[src/rtl/nibcmp_pkg.sv]
// nibcmp_pkg: shared nibble width, FSM state type and index-width helper for nibble_cmp_seq
package nibcmp_pkg;

   localparam int NIB_W = 4;

   typedef enum logic {
      IDLE = 1'b0,
      RUN  = 1'b1
   } state_t;

   // Index width for NNIB nibbles; a single-nibble word still needs a 1-bit index.
   function automatic int idx_w(input int nnib);
      return (nnib > 1) ? $clog2(nnib) : 1;
   endfunction

endpackage

[src/rtl/nibcmp_nib_sel.sv]
// nibcmp_nib_sel: combinational extractor returning nibble i_idx (0 = bits 3:0) of a WIDTH-bit word
module nibcmp_nib_sel
   import nibcmp_pkg::*;
#(
   parameter int WIDTH = 16,
   parameter int IW    = 2
) (
   input  logic [WIDTH-1:0] i_word,
   input  logic [IW-1:0]    i_idx,
   output logic [NIB_W-1:0] o_nib
);

   assign o_nib = i_word[i_idx*NIB_W +: NIB_W];

endmodule

[src/rtl/nibble_cmp_seq.sv]
// nibble_cmp_seq: nibble-serial WIDTH-bit equality compare over one shared 4-bit slice;
// define NIBCMP_EARLY_EXIT_EN to stop the scan at the first mismatching nibble
module nibble_cmp_seq
   import nibcmp_pkg::*;
#(
   parameter int WIDTH = 16
) (
   input  logic                                clk,
   input  logic                                rst_n,
   input  logic                                start,
   input  logic                                clr,
   input  logic [WIDTH-1:0]                    a,
   input  logic [WIDTH-1:0]                    b,
   output logic                                busy,
   output logic                                done,
   output logic                                eq,
   output logic [idx_w(WIDTH/NIB_W)-1:0]       mism_idx
);

   localparam int NNIB = WIDTH / NIB_W;
   localparam int IW   = idx_w(NNIB);
   localparam logic [IW-1:0] LAST = IW'(NNIB - 1);

   state_t           r_state, w_next;
   logic [WIDTH-1:0] r_op_a, r_op_b;
   logic [IW-1:0]    r_idx, r_mism;
   logic             r_done, r_eq;
   logic [NIB_W-1:0] w_nib_a, w_nib_b;
   logic             w_nib_eq, w_last, w_accept, w_finish, w_res_eq;
   logic [IW-1:0]    w_res_idx;

   nibcmp_nib_sel #(.WIDTH(WIDTH), .IW(IW)) u_sel_a (
      .i_word (r_op_a),
      .i_idx  (r_idx),
      .o_nib  (w_nib_a)
   );

   nibcmp_nib_sel #(.WIDTH(WIDTH), .IW(IW)) u_sel_b (
      .i_word (r_op_b),
      .i_idx  (r_idx),
      .o_nib  (w_nib_b)
   );

   assign w_nib_eq = (w_nib_a == w_nib_b);
   assign w_last   = (r_idx == LAST);
   assign w_accept = (r_state == IDLE) && start && !clr;

`ifdef NIBCMP_EARLY_EXIT_EN
   assign w_finish  = !w_nib_eq || w_last;
   assign w_res_eq  = w_nib_eq;
   assign w_res_idx = w_nib_eq ? '0 : r_idx;
`else
   logic          r_sticky;
   logic [IW-1:0] r_first;

   // Remember the lowest mismatching nibble while the scan runs to the end.
   always_ff @(posedge clk or negedge rst_n) begin
      if (!rst_n) begin
         r_sticky <= 1'b0;
         r_first  <= '0;
      end else if (w_accept || clr) begin
         r_sticky <= 1'b0;
         r_first  <= '0;
      end else if ((r_state == RUN) && !w_nib_eq && !r_sticky) begin
         r_sticky <= 1'b1;
         r_first  <= r_idx;
      end
   end

   assign w_finish  = w_last;
   assign w_res_eq  = w_nib_eq && !r_sticky;
   assign w_res_idx = r_sticky ? r_first : (w_nib_eq ? '0 : r_idx);
`endif

   // State register.
   always_ff @(posedge clk or negedge rst_n) begin
      if (!rst_n) r_state <= IDLE;
      else        r_state <= w_next;
   end

   // Next state: accept in IDLE, leave RUN on abort or on the final nibble result.
   always_comb begin
      w_next = r_state;
      if (r_state == IDLE) w_next = w_accept ? RUN : IDLE;
      else                 w_next = (clr || w_finish) ? IDLE : RUN;
   end

   // Operand capture, nibble counter and registered result reporting.
   always_ff @(posedge clk or negedge rst_n) begin
      if (!rst_n) begin
         r_op_a <= '0;
         r_op_b <= '0;
         r_idx  <= '0;
         r_done <= 1'b0;
         r_eq   <= 1'b0;
         r_mism <= '0;
      end else begin
         r_done <= (r_state == RUN) && !clr && w_finish;
         if (clr) begin
            r_idx  <= '0;
            r_eq   <= 1'b0;
            r_mism <= '0;
         end else if (w_accept) begin
            r_op_a <= a;
            r_op_b <= b;
            r_idx  <= '0;
            r_eq   <= 1'b0;
            r_mism <= '0;
         end else if (r_state == RUN) begin
            if (w_finish) begin
               r_idx  <= '0;
               r_eq   <= w_res_eq;
               r_mism <= w_res_idx;
            end else begin
               r_idx <= r_idx + 1'b1;
            end
         end
      end
   end

   assign busy     = (r_state == RUN);
   assign done     = r_done;
   assign eq       = r_eq;
   assign mism_idx = r_mism;

endmodule

[config.mk]
export PLATFORM = sky130hd
export DESIGN_NAME = nibble_cmp_seq
export DESIGN_NICKNAME = d
export VERILOG_FILES = /design/src/rtl/nibcmp_pkg.sv /design/src/rtl/nibcmp_nib_sel.sv /design/src/rtl/nibble_cmp_seq.sv
export SDC_FILE = /design/constraint.sdc
export NUM_CORES = 1
export LEC_CHECK = 0
export ABC_AREA = 0
export BUFFER_PORTS_ARGS = -buffer_cell sky130_fd_sc_hd__buf_2
export CORE_UTILIZATION = 50
export DETAILED_ROUTE_END_ITERATION = 16
export PLACE_DENSITY = 0.74
export SKIP_LAST_GASP = 1
export SYNTH_ARGS = -nofsm -noshare
export SYNTH_HDL_FRONTEND = slang
export SYNTH_SLANG_ARGS = --single-unit
[constraint.sdc]
create_clock -name clk -period 3.3 [get_ports clk]
set_input_delay 0.66 -clock clk [delete_from_list [all_inputs] [get_ports clk]]
set_output_delay 0.66 -clock clk [all_outputs]
set_load 0.02 [all_outputs]
### Word level (Yosys, flattened, before mapping)

Cells that the tools add are included.

* bits in registers: 42
* bits of input ports: 36
* output and inout bits: 5

* add/sub/neg operators: 1
* equality and inequality tests: 2
* shifts and indexed selects: 2
* multiplexer cells: 21
* bitwise gates (word level): 2
* reductions and logical operators: 17

Operators by type and width (number)
* 16-bit by 5-bit indexed part select with 4-bit output: 2
* 2-bit two-way mux: 12
* 1-bit two-way mux: 9
* 1-bit logical AND: 7
* 3-bit nonzero test: 2
* 4-bit == test: 1
* 2-bit AND reduction: 2
* 1-bit zero test: 3
* 2-bit by 1-bit adder with 2-bit output (second input constant): 1
* 2-bit == test (second input constant): 1
* 1-bit logical OR: 2
* 1-bit inverter: 2
* 2-bit nonzero test: 1

### Longest topological paths before layout

Gate-level depths: netlist (run 1).

* word-level depth: 8
* depth in mapped cells: 6

### Cells and area by module

Synthesis (run 1) repeated with hierarchy kept, for this count alone.

* cell total of the unflattened synthesis: 127
* area, all modules: 2117.0 um2

By module, submodules not included
* nibble_cmp_seq: times used 1, cells an instance 119, area an instance 1906.8 um2, seq. area each 1051.0 um2
* nibcmp_nib_sel: times used 2, cells an instance 4, area an instance 105.1 um2, seq. area each 0.0 um2

### Worst setup path after synthesis (run 1)

OpenSTA, ideal clock, no wires.

* path kind: input port to flip-flop
* start: input start
* end: register r_op_a[10]
* library setup time: 0.125 ns
* arrival time: 1.642 ns
* data required time: 3.175 ns
* path slack: 1.533 ns
* stages on the path: 5
* path buffers: 2
* cell sequence: nor2b_1 nor2b_1 clkbuf_2 buf_4 mux2_2

* longest elaborated chain between the ends: 3

RTL lines
* start, declared: RTL line nibble_cmp_seq.sv:10 `input logic start,`
* 1-bit logical AND (2 in series): RTL line nibble_cmp_seq.sv:46 `assign w_accept = (r_state == IDLE) && start && !clr;`
* 2-bit AND reduction (no source line)
* end signal, assigned: RTL line nibble_cmp_seq.sv:91 `r_op_a <= '0;`
* end signal, assigned: RTL line nibble_cmp_seq.sv:104 `r_op_a <= a;`
* end, declared: RTL line nibble_cmp_seq.sv:25 `logic [WIDTH-1:0] r_op_a, r_op_b;`

No other way between the ends.
A chain may end at the register's enable or synchronous reset.

### Worst setup path in the final report (run 1)

* start: register r_state, in the netlist busy
* end: register r_op_a[8]

* longest elaborated chain between the ends: 4

RTL lines
* start, declared: RTL line nibble_cmp_seq.sv:24 `state_t r_state, w_next;`
* start signal, assigned: RTL line nibble_cmp_seq.sv:78 `else r_state <= w_next;`
* 1-bit inverter
* 1-bit logical AND (2 in series): RTL line nibble_cmp_seq.sv:46
* 2-bit AND reduction (no source line)

No other way between the ends.

==> run_results.csv, run 1 <==
group,metric,value,unit
status,outcome,"complete, no violations",
routing,firstDrtPassIters,4,
routing,routed-via-count,1231,
synthesis,synth_warnings,0,
synthesis,yosys_register_bits,42,
worst_setup_path,path_class,"register to register",
worst_setup_path,crit_required,3470,ps
cells_and_area,syn_to_final_growth,18.08,%
floorplanning,die_area,0.004057,mm2
global_routing,antenna_found_initial,0,
cts,cts_resized,0,
floorplanning,ios,41,
worst_setup_path,arrival,2170,ps
cts,cts_root_buffer,"clkbuf_8",
timing,min_period_over_period,0.6048,
cts,numCtsBuffers,5,
timing,clock.fmax,501.0,MHz
worst_setup_path,setup.worst_path.start_class,"register",
timing,fin_setup_tns,0,ps
placement,place_congestion,0.7644,
routing,ant_nets,0,
cts,post_cts_buffers,0,
cells_and_area,layout.area.seq,0.001051,mm2
routing,drtIter0Drc,54,
cells_and_area,n_antenna_cell,0,
cts,cts_num_sinks,42,
routing,route.detailed.wl_per_inst,13.92,um
worst_setup_path,r2r_end,"r_op_a[8]$_DFFE_PN0P_",
worst_hold_path,hold_class,"input pin to async pin",
worst_setup_path,ff2ff_setup_slack,1300,ps
cells_and_area,final_nets,221,
cts,clk_latency,290,ps
worst_setup_path,critPathMaxFanout,26,
cells_and_area,multi_input_area,818.3,um2
floorplanning,rows,22,
timing,relSlewSlack,0.4091,
synthesis,synthesis.area,0.001903,mm2
power,vdd_drop_max,357.9,uV
routing,wirelength,3.243,mm
synthesis,synthCells,141,
global_routing,track_usage,0.1888,
timing,finalSetupViolCount,0,
timing,hold_viol_final,0,
cells_and_area,fin_cells,233,
timing,fin_skew,5.118,ps
global_routing,grt_max_degree,43,
placement,hpwlAfterDp,2.447,mm
run,maxCapViolCount,0,
placement,io_buffers,40,
power,p_total,0.001256,W
timing,tightest_slew,886.4,ps
cts,cts.htree.levels,2,
floorplanning,core_area,0.003661,mm2
worst_setup_path,timing.rr.start,"busy$_DFF_PN0_",
floorplanning,initial_core_util,0.5198,
synthesis,synth-seq-area-share,0.5523,
synthesis,syn_nets,178,
timing,rsz0062_at_grt,"false",
cts,clk_pin_slew,70,ps
placement,place_inst,225,
cts,clk_path_buf_depth,2,
synthesis,syn_avg_cell_area,13.50,um2
cells_and_area,layout-drive-gt1-share,0.4649,
power,p_leak,1.014,nW
cts,tritoncts,"built",
timing,maxSlewViolCount,0,
routing,routed_via_density,5.283,
cts,cts_hold_buf,0,
synthesis,yosysUniqueCellTypes,33,
worst_setup_path,rr_worst_depth,4,
floorplanning,die_x,63.70,um
worst_setup_path,cp-end-kind,"register",
floorplanning,die_h,63.70,um
timing,finalCriticalPeriod,1996,ps
global_routing,grt_pass1_vias,1319,
routing,drc_errors,0,
global_routing,grt_pass1_wl,5.733,mm
global_routing,grt_overflow,0,
power,power_density,558.9,mW/mm2
cells_and_area,nFillCells,278,
cell usage in the layout (no fill, tap or decap), drive strengths merged:
cell	netlist	final
a21oi	2	2
a32oi	1	1
buf	4	41
bufinv	0	1
and3	2	2
mux2i	2	2
ha	1	1
nor3b	1	1
xor2	9	9
o31ai	1	1
inv	1	1
nand2	7	7
xnor2	7	7
o32ai	1	1
and2	1	1
or3	2	2
nand2b	2	2
nand4	1	1
dfrtp	42	42
mux2	32	32
a22o	2	2
nand3	1	1
o21a	1	1
nor4b	1	1
nor2b	2	2
nor2	8	8
nor4	4	4
nor3	1	1
o41ai	1	1
clkbuf	1	7
logic make-up (layout without fill, tap and decap cells):
kind of cell               Yosys count  count (layout)  synth area share
DFF                                 42              42            0.5523
buffers and inverters                6              50           0.01906
muxes                               34              34            0.1999
adders and majority gates            1               1          0.006574
AOI/OAI and AO/OA                    9               9           0.04274
xor gates and xnor gates            16              16           0.07364
and+or+nand+nor                     33              33            0.1059
worst max-delay path, cell delays in order, from the launching register on:
cell and delay (ps):
dfrtp_1 470, nor2b_1 240, nor2b_2 390, buf_4 390
mux2_2 380
power by group:
| part | leakage [nW] | internal, W | switching (W) | total, W |
|---|---|---|---|---|
| clock network | 0.0524 | 0.000226 | 0.000157 | 0.000383 |
| registers | 0.513 | 0.000594 | 0.0000596 | 0.000654 |
| logic | 0.448 | 0.000134 | 0.0000857 | 0.000220 |
per-stage QoR:
| stage | hold slack, ps | setup slack (ps) | util | area (um2) |
|---|---|---|---|---|
| detailed placement | 489.2 | 1001 | 0.5848 | 2141 |
| CTS | 511.4 | 1298 | 0.6138 | 2247 |
| floorplan | 364.4 | 1533 | - | 1903 |
| global route | 528.8 | 1125 | 0.6138 | 2247 |
| global placement | 486.8 | 1056 | 0.5848 | 2141 |
| finish | 489.0 | 1304 | 0.6138 | 2247 |
layer usage:
layer / routed length, um / vias up / track usage
li1: - / 579 / -
met1: 1328 / 617 / 0.2057
met2: 1700 / 31 / 0.3338
met3: 157 / 4 / 0.05616
met4: 57 / 0 / 0.08523
met5: 0 / - / 0
final cells by class:
cell class,instances,share of cell area
Clock buffer,7,0.03396
Clock inverter,1,0.01336
Inverter,1,0.001670
Multi-Input combinational cell,93,0.3641
Sequential cell,42,0.4677
Tap cell,48,0.02673
Timing Repair Buffer,41,0.09243
synth_stat cells (all sizes together):
library cell / count / area share
dfrtp: 42 / 0.55
mux2: 32 / 0.19
xor2: 9 / 0.041
nor2: 8 / 0.016
nand2: 7 / 0.014
xnor2: 7 / 0.032
buf: 4 / 0.014
nor4: 4 / 0.021
a21oi: 2 / 0.0053
a22o: 2 / 0.0092
and3: 2 / 0.012
mux2i: 2 / 0.011
nand2b: 2 / 0.0066
nor2b: 2 / 0.0066
or3: 2 / 0.0092
a32oi: 1 / 0.0046
and2: 1 / 0.0039
clkbuf: 1 / 0.0026
ha: 1 / 0.0066
inv: 1 / 0.0020
nand3: 1 / 0.0026
nand4: 1 / 0.0033
nor3: 1 / 0.0026
nor3b: 1 / 0.0039
nor4b: 1 / 0.0046
o21a: 1 / 0.0039
o31ai: 1 / 0.0066
o32ai: 1 / 0.0085
o41ai: 1 / 0.0046
registers in the layout, summed over array words and instances (netlist names):
name,cells
done,1
r_first,2
eq,1
r_idx,2
busy,1
mism_idx,2
r_sticky,1
r_op_a,16
r_op_b,16
worst max-delay path by stage:
stage | slack [ps] | start | end | cells past startpoint
finish | 1300 | busy$_DFF_PN0_ | r_op_a[8]$_DFFE_PN0P_ | 4
global route | 1130 | busy$_DFF_PN0_ | r_op_b[2]$_DFFE_PN0P_ | 4
CTS | 1300 | busy$_DFF_PN0_ | r_op_a[7]$_DFFE_PN0P_ | 4
detailed placement | 1000 | start | r_op_a[7]$_DFFE_PN0P_ | 5
global placement | 1060 | start | r_op_b[11]$_DFFE_PN0P_ | 5
floorplan | 1530 | start | r_op_a[10]$_DFFE_PN0P_ | 5
Power figures use the tool's default switching activity.
==> inputs of run 2 (changes only) <==
Clock period 3.3 ns to 1.9 ns, I/O delays scaled along.
==> run 2 against run 1 <==
Clock power rose by 77%; critical path type unchanged; first-iteration DRC count fell by 7.4%; sequential share of layout area fell by 0.77 points; worst hold slack got worse by 430 ps; highest routed layer unchanged; core utilization rose by 1.0 points; critical path depth rose by 1; setup slack got worse by 1100 ps; cell count rose by 1.3%; register-to-register slack got worse by 1100 ps; clock skew barely moved; power rose by 76%.
==> run_results.csv, run 2 (synthesized netlist as in run 1, its figures left out) <==
group,metric,value,unit
cts,clk_pin_slew,80,ps
worst_setup_path,critPathMaxStageDelay,450,ps
placement,io_buffers,40,
power,power_density,965.1,mW/mm2
power,vdd_drop_max,567.8,uV
global_routing,grt_pass1_wl,6.051,mm
worst_setup_path,setup.worst_path.start_class,"register",
timing,fin_setup_tns,0,ps
routing,route.detailed.wl_per_inst,14.24,um
global_routing,grt_max_degree,26,
timing,finalSetupViolCount,0,
timing,relSlewSlack,0.6317,
power,p_total,0.002205,W
floorplanning,ios,41,
cts,tritoncts,"built",
timing,maxSlewViolCount,0,
routing,routed-via-count,1225,
run,maxCapViolCount,0,
cells_and_area,final_util,0.6241,
floorplanning,die_h,63.70,um
cts,cts_num_sinks,42,
status,outcome,"complete, no violations",
power,p_leak,1.038,nW
worst_setup_path,timing.rr.start,"r_op_b[12]$_DFFE_PN0P_",
cells_and_area,multi_input_area,818.3,um2
cells_and_area,final_common_cell,"dfrtp_1",
cells_and_area,layout_common_cells,"dfrtp_1 (42), buf_2 (40), mux2_2 (31)",
cts,clk_latency,290,ps
routing,wirelength,3.361,mm
routing,firstDrtPassIters,4,
cells_and_area,layout-drive-gt1-share,0.4840,
worst_setup_path,crit_required,2100,ps
timing,fin_skew,5.257,ps
global_routing,track_usage,0.1994,
worst_setup_path,cp-end-kind,"register",
worst_setup_path,critPathMaxFanout,3,
global_routing,grt_pass1_vias,1325,
worst_setup_path,crit_buf_inv,0,
routing,drc_errors,0,
floorplanning,initial_core_util,0.5198,
cts,cts_hold_buf,0,
routing,ant_nets,0,
cts,cts.htree.levels,2,
cts,cts_resized,0,
worst_setup_path,path_cells,"xor2_1 -> nor4_1 -> and3_4 -> nor4_4 -> mux2i_1",
cells_and_area,layout.area.seq,0.001051,mm2
timing,hold_viol_final,0,
timing,clock.fmax,601.6,MHz
cells_and_area,n_antenna_cell,0,
placement,place_congestion,0.7540,
timing,rsz0062_at_grt,"false",
global_routing,grt_overflow,0,
worst_setup_path,r2r_end,"r_first[0]$_DFFE_PN0P_",
cells_and_area,largest_registers,"r_op_a x16, r_op_b x16",
worst_setup_path,path_class,"register to register",
timing,finalCriticalPeriod,1662,ps
cells_and_area,syn_to_final_growth,20.05,%
worst_setup_path,worst_path_max_delay_cell,"nor4_1",
worst_setup_path,arrival,1860,ps
floorplanning,core_area,0.003661,mm2
cells_and_area,final_cell_area,0.002285,mm2
floorplanning,die_area,0.004057,mm2
placement,placed_cell_area,0.002176,mm2
worst_hold_path,hold_class,"input pin to async pin",
floorplanning,die_x,63.70,um
floorplanning,rows,22,
worst_setup_path,rr_worst_depth,5,
timing,min_period_over_period,0.8748,
routing,routed_via_density,5.191,
cts,numCtsBuffers,5,
placement,hpwlAfterDp,2.598,mm
worst_setup_path,ff2ff_setup_slack,240,ps
cells_and_area,nFillCells,311,
timing,tightest_slew,545.3,ps
routing,drtIter0Drc,50,
cts,post_cts_buffers,0,
global_routing,antenna_found_initial,0,
worst_setup_path,critPathTopFamily,"simple AND/OR/NAND/NOR gates",
cts,cts_root_buffer,"clkbuf_8",
cells_and_area,final_nets,224,
cts,clk_path_buf_depth,2,
## run 2: cell count changes in the layout (fill, tap and decap cells not counted)
cell | before | now
buf_12 | 0 | 1
buf_4 | 1 | 3
clkinv_2 | 0 | 2
clkbuf_1 | 2 | 0
## run 2: power breakdown
part / total (W) / internal, W / switching [W]
sequential: 0.00113 / 0.00103 / 0.000101
clock: 0.000676 / 0.000386 / 0.000289
combinational: 0.000397 / 0.000240 / 0.000157
## run 2: area by class of cell
class / count / area share
clock buffers: 5 / 0.03012
clock inverters: 3 / 0.01752
inverters: 1 / 0.001643
multi-input cells: 93 / 0.3582
flip-flops and latches: 42 / 0.4600
well taps: 48 / 0.02629
repair buffers: 44 / 0.1062
## run 2: per-layer routing
metal / wire length [um] / GRT usage / vias to the layer above / share of wire
li1: - / - / 587 / -
met1: 1444 / 0.2405 / 599 / 0.43
met2: 1748 / 0.3524 / 34 / 0.52
met3: 127 / 0.04891 / 5 / 0.038
met4: 40 / 0.05114 / 0 / 0.012
met5: 0 / 0 / - / 0
## run 2: how the worst max path moves through the flow
stage / from / endpoint / slack [ps] / cells after the start
after CTS: r_op_b[12]$_DFFE_PN0P_ / r_first[0]$_DFFE_PN0P_ / 230 / 5
final: r_op_b[12]$_DFFE_PN0P_ / r_first[0]$_DFFE_PN0P_ / 240 / 5
after floorplan: busy$_DFF_PN0_ / r_op_a[10]$_DFFE_PN0P_ / 270 / 5
after detailed placement: start / r_op_a[0]$_DFFE_PN0P_ / 230 / 5
after global routing: r_op_b[12]$_DFFE_PN0P_ / r_first[0]$_DFFE_PN0P_ / 150 / 5
after global placement: start / r_op_a[12]$_DFFE_PN0P_ / 270 / 5
## run 2: metrics by stage
stage               hold WS, ps  std cells  setup WS (ps)
floorplan                 84.41        141          266.5
global placement          385.1        228          271.7
detailed placement        402.3        228          225.9
global route              98.39        236          152.7
CTS                       84.99        236          226.1
finish                    61.47        236          237.8
==> inputs of run 3 (changes only) <==
Settings changed: ABC_AREA 0 to 1, CORE_MARGIN set to 2.
==> run 3 against run 2 <==
Critical path depth down 1; non-clock buffer count down 2; worst hold slack improved by 1.7 ps; register-to-register slack improved by 220 ps; area after synthesis is 7.5% higher; critical path type unchanged; highest routed layer unchanged.
==> run_results.csv, run 3 <==
group,metric,value,unit
status,outcome,"complete, no violations",
power,power_density,937.4,mW/mm2
worst_hold_path,hold_class,"input pin to async pin",
cts,clk_pin_slew,70,ps
timing,finalSetupViolCount,0,
placement,io_buffers,40,
cts,cts_num_sinks,42,
placement,hpwlAfterDp,2.621,mm
floorplanning,initial_core_util,0.5151,
cells_and_area,syn_to_final_growth,16.27,%
cts,cts_root_buffer,"clkbuf_8",
power,power_switching,0.0006359,W
timing,maxSlewViolCount,0,
synthesis,synth-edff-count,0,
synthesis,yosysMostFrequentCell,"dfrtp_1",
synthesis,yosys-top-cells-area,"dfrtp_1 (51%), mux2_4 (13%), nand2_1 (6.4%)",
cells_and_area,final_util,0.5989,
worst_setup_path,critPathTopFamily,"flip-flops",
worst_setup_path,path_class,"register to register",
floorplanning,rows,23,
power,switching_share,0.2852,
cells_and_area,final_common_cell,"dfrtp_1",
global_routing,grt_pass1_vias,1298,
cts,numCtsBuffers,5,
cells_and_area,final_cell_area,0.002379,mm2
cells_and_area,final_nets,280,
power,p_seq_frac,0.520,
cts,tritoncts,"built",
worst_setup_path,arrival,1620,ps
cts,clk_latency,290,ps
synthesis,synthCells,198,
timing,clock.fmax,693.0,MHz
synthesis,syn_nets,235,
worst_setup_path,cp-end-kind,"register",
timing,tightest_slew,523.7,ps
cells_and_area,layout_common_cells,"dfrtp_1 (42), buf_2 (40), nand2_1 (35)",
worst_setup_path,worst_path_max_delay_cell,"dfrtp_1",
routing,wirelength,3.496,mm
cells_and_area,n_antenna_cell,0,
power,power.clock.fraction,0.236,
routing,firstDrtPassIters,4,
floorplanning,core_area,0.003971,mm2
synthesis,ys.flop_type,"dfrtp_1",
worst_setup_path,critPathMaxFanout,43,
cts,cts_hold_buf,0,
cts,cts.htree.levels,2,
placement,place_inst,286,
routing,ant_nets,0,
worst_setup_path,setup.worst_path.start_class,"register",
routing,routed_via_density,4.891,
synthesis,yosys_register_bits,42,
cells_and_area,layout-drive-gt1-share,0.3498,
timing,relSlewSlack,0.6509,
cts,cts_resized,0,
timing,fin_setup_tns,0,ps
synthesis,yosysTopAreaCell,"dfrtp_1",
worst_setup_path,ff2ff_setup_slack,460,ps
timing,hold_ws,63.19,ps
timing,hold_viol_final,0,
worst_setup_path,critPathMaxStageDelay,480,ps
power,p_leak,1.267,nW
synthesis,synthTopCellsByCount,"dfrtp_1 (42), nand2_1 (35), nor2_1 (32)",
synthesis,synthesis.area,0.002046,mm2
global_routing,grt_overflow,0,
routing,drtIter0Drc,86,
cells_and_area,fin_cells,293,
synthesis,synth_warnings,0,
run,maxCapViolCount,0,
worst_setup_path,path_cells,"inv_2 -> nand3_4 -> buf_12 -> mux2_2",
floorplanning,die_area,0.004619,mm2
timing,finalCriticalPeriod,1443,ps
synthesis,syn_avg_cell_area,10.33,um2
floorplanning,die_h,67.97,um
timing,fin_skew,5.034,ps
cts,post_cts_buffers,0,
floorplanning,ios,41,
timing,min_period_over_period,0.7595,
synthesis,synth-seq-area-share,0.5138,
worst_setup_path,crit_required,2080,ps
routing,route.detailed.wl_per_inst,11.93,um
timing,rsz0062_at_grt,"false",
routing,drc_errors,0,
placement,place_congestion,0.8560,
synthesis,synthArstFlopShare,1.000,
global_routing,track_usage,0.1728,
power,p_int,0.001594,W
placement,placed_cell_area,0.002302,mm2
power,power_frac_comb,0.244,
global_routing,grt_pass1_wl,5.789,mm
power,vdd_drop_max,462.4,uV
floorplanning,die_x,67.97,um
synthesis,yosysUniqueCellTypes,23,
synthesis,yosys.area.top_type_share,0.5138,
global_routing,antenna_found_initial,0,
cells_and_area,largest_registers,"r_op_a x16, r_op_b x16",
worst_setup_path,crit_buf_inv,2,
global_routing,grt_max_degree,44,
routing,routed-via-count,1433,
cts,clk_path_buf_depth,2,
==> run 3: cells by family after synthesis <==
logic type | Yosys count | share of synthesized area
AND/OR/NAND/NOR | 83 | 0.1737
flip-flops | 42 | 0.5138
buffers and inverters | 26 | 0.06300
multiplexers | 22 | 0.1541
AO/OA/AOI/OAI | 20 | 0.07218
XOR/XNOR | 4 | 0.01712
adder cells (fa/ha/maj) | 1 | 0.006115
==> run 3: cell type report <==
type,instances,area [um2]
Inverter,22,82.58
Fill cell,357,1593
Sequential cell,42,1051
Clock buffer,7,76.32
Tap cell,50,62.56
Timing Repair Buffer,42,240.2
Multi-Input combinational cell,130,865.8
==> run 3: worst paths after layout <==
path	from	endpoint	cells past startpoint
worst max-delay path	busy$_DFF_PN0_	r_op_a[6]$_DFFE_PN0P_	4
worst min-delay path	rst_n	r_op_b[0]$_DFFE_PN0P_	1
worst max register to register	busy$_DFF_PN0_	r_op_a[6]$_DFFE_PN0P_	4
worst min register to register	mism_idx[0]$_DFFE_PN0P_	mism_idx[0]$_DFFE_PN0P_	2
max in group asynchronous	rst_n	busy$_DFF_PN0_	2
min in group clk	b[0]	r_op_b[0]$_DFFE_PN0P_	2
==> run 3: power groups by stage <==
stage               logic, W  clock network, W  registers [W]
finish              0.000543          0.000526        0.00116
global route        0.000608          0.000576        0.00118
CTS                 0.000551          0.000544        0.00116
detailed placement  0.000551                 0        0.00118
global placement    0.000532                 0        0.00117
floorplan           0.000424                 0        0.00115
==> run 3: per-layer routing <==
metal  GRT usage  part of all wire  wire [um]  vias to the layer above
li1            -                 -          -                      732
met1      0.2325              0.46       1619                      665
met2      0.2585              0.47       1638                       30
met3     0.05263             0.048        169                        6
met4     0.07500             0.019         68                        0
met5           0                 0          0                        -
==> run 3: through the flow <==
stage / setup WS, ps / total power, W
after floorplan: 528.2 / 0.001576
after global placement: 465.4 / 0.001702
after detailed placement: 448.8 / 0.001726
after CTS: 468.4 / 0.002255
after global routing: 339.5 / 0.002365
final: 457.0 / 0.002230
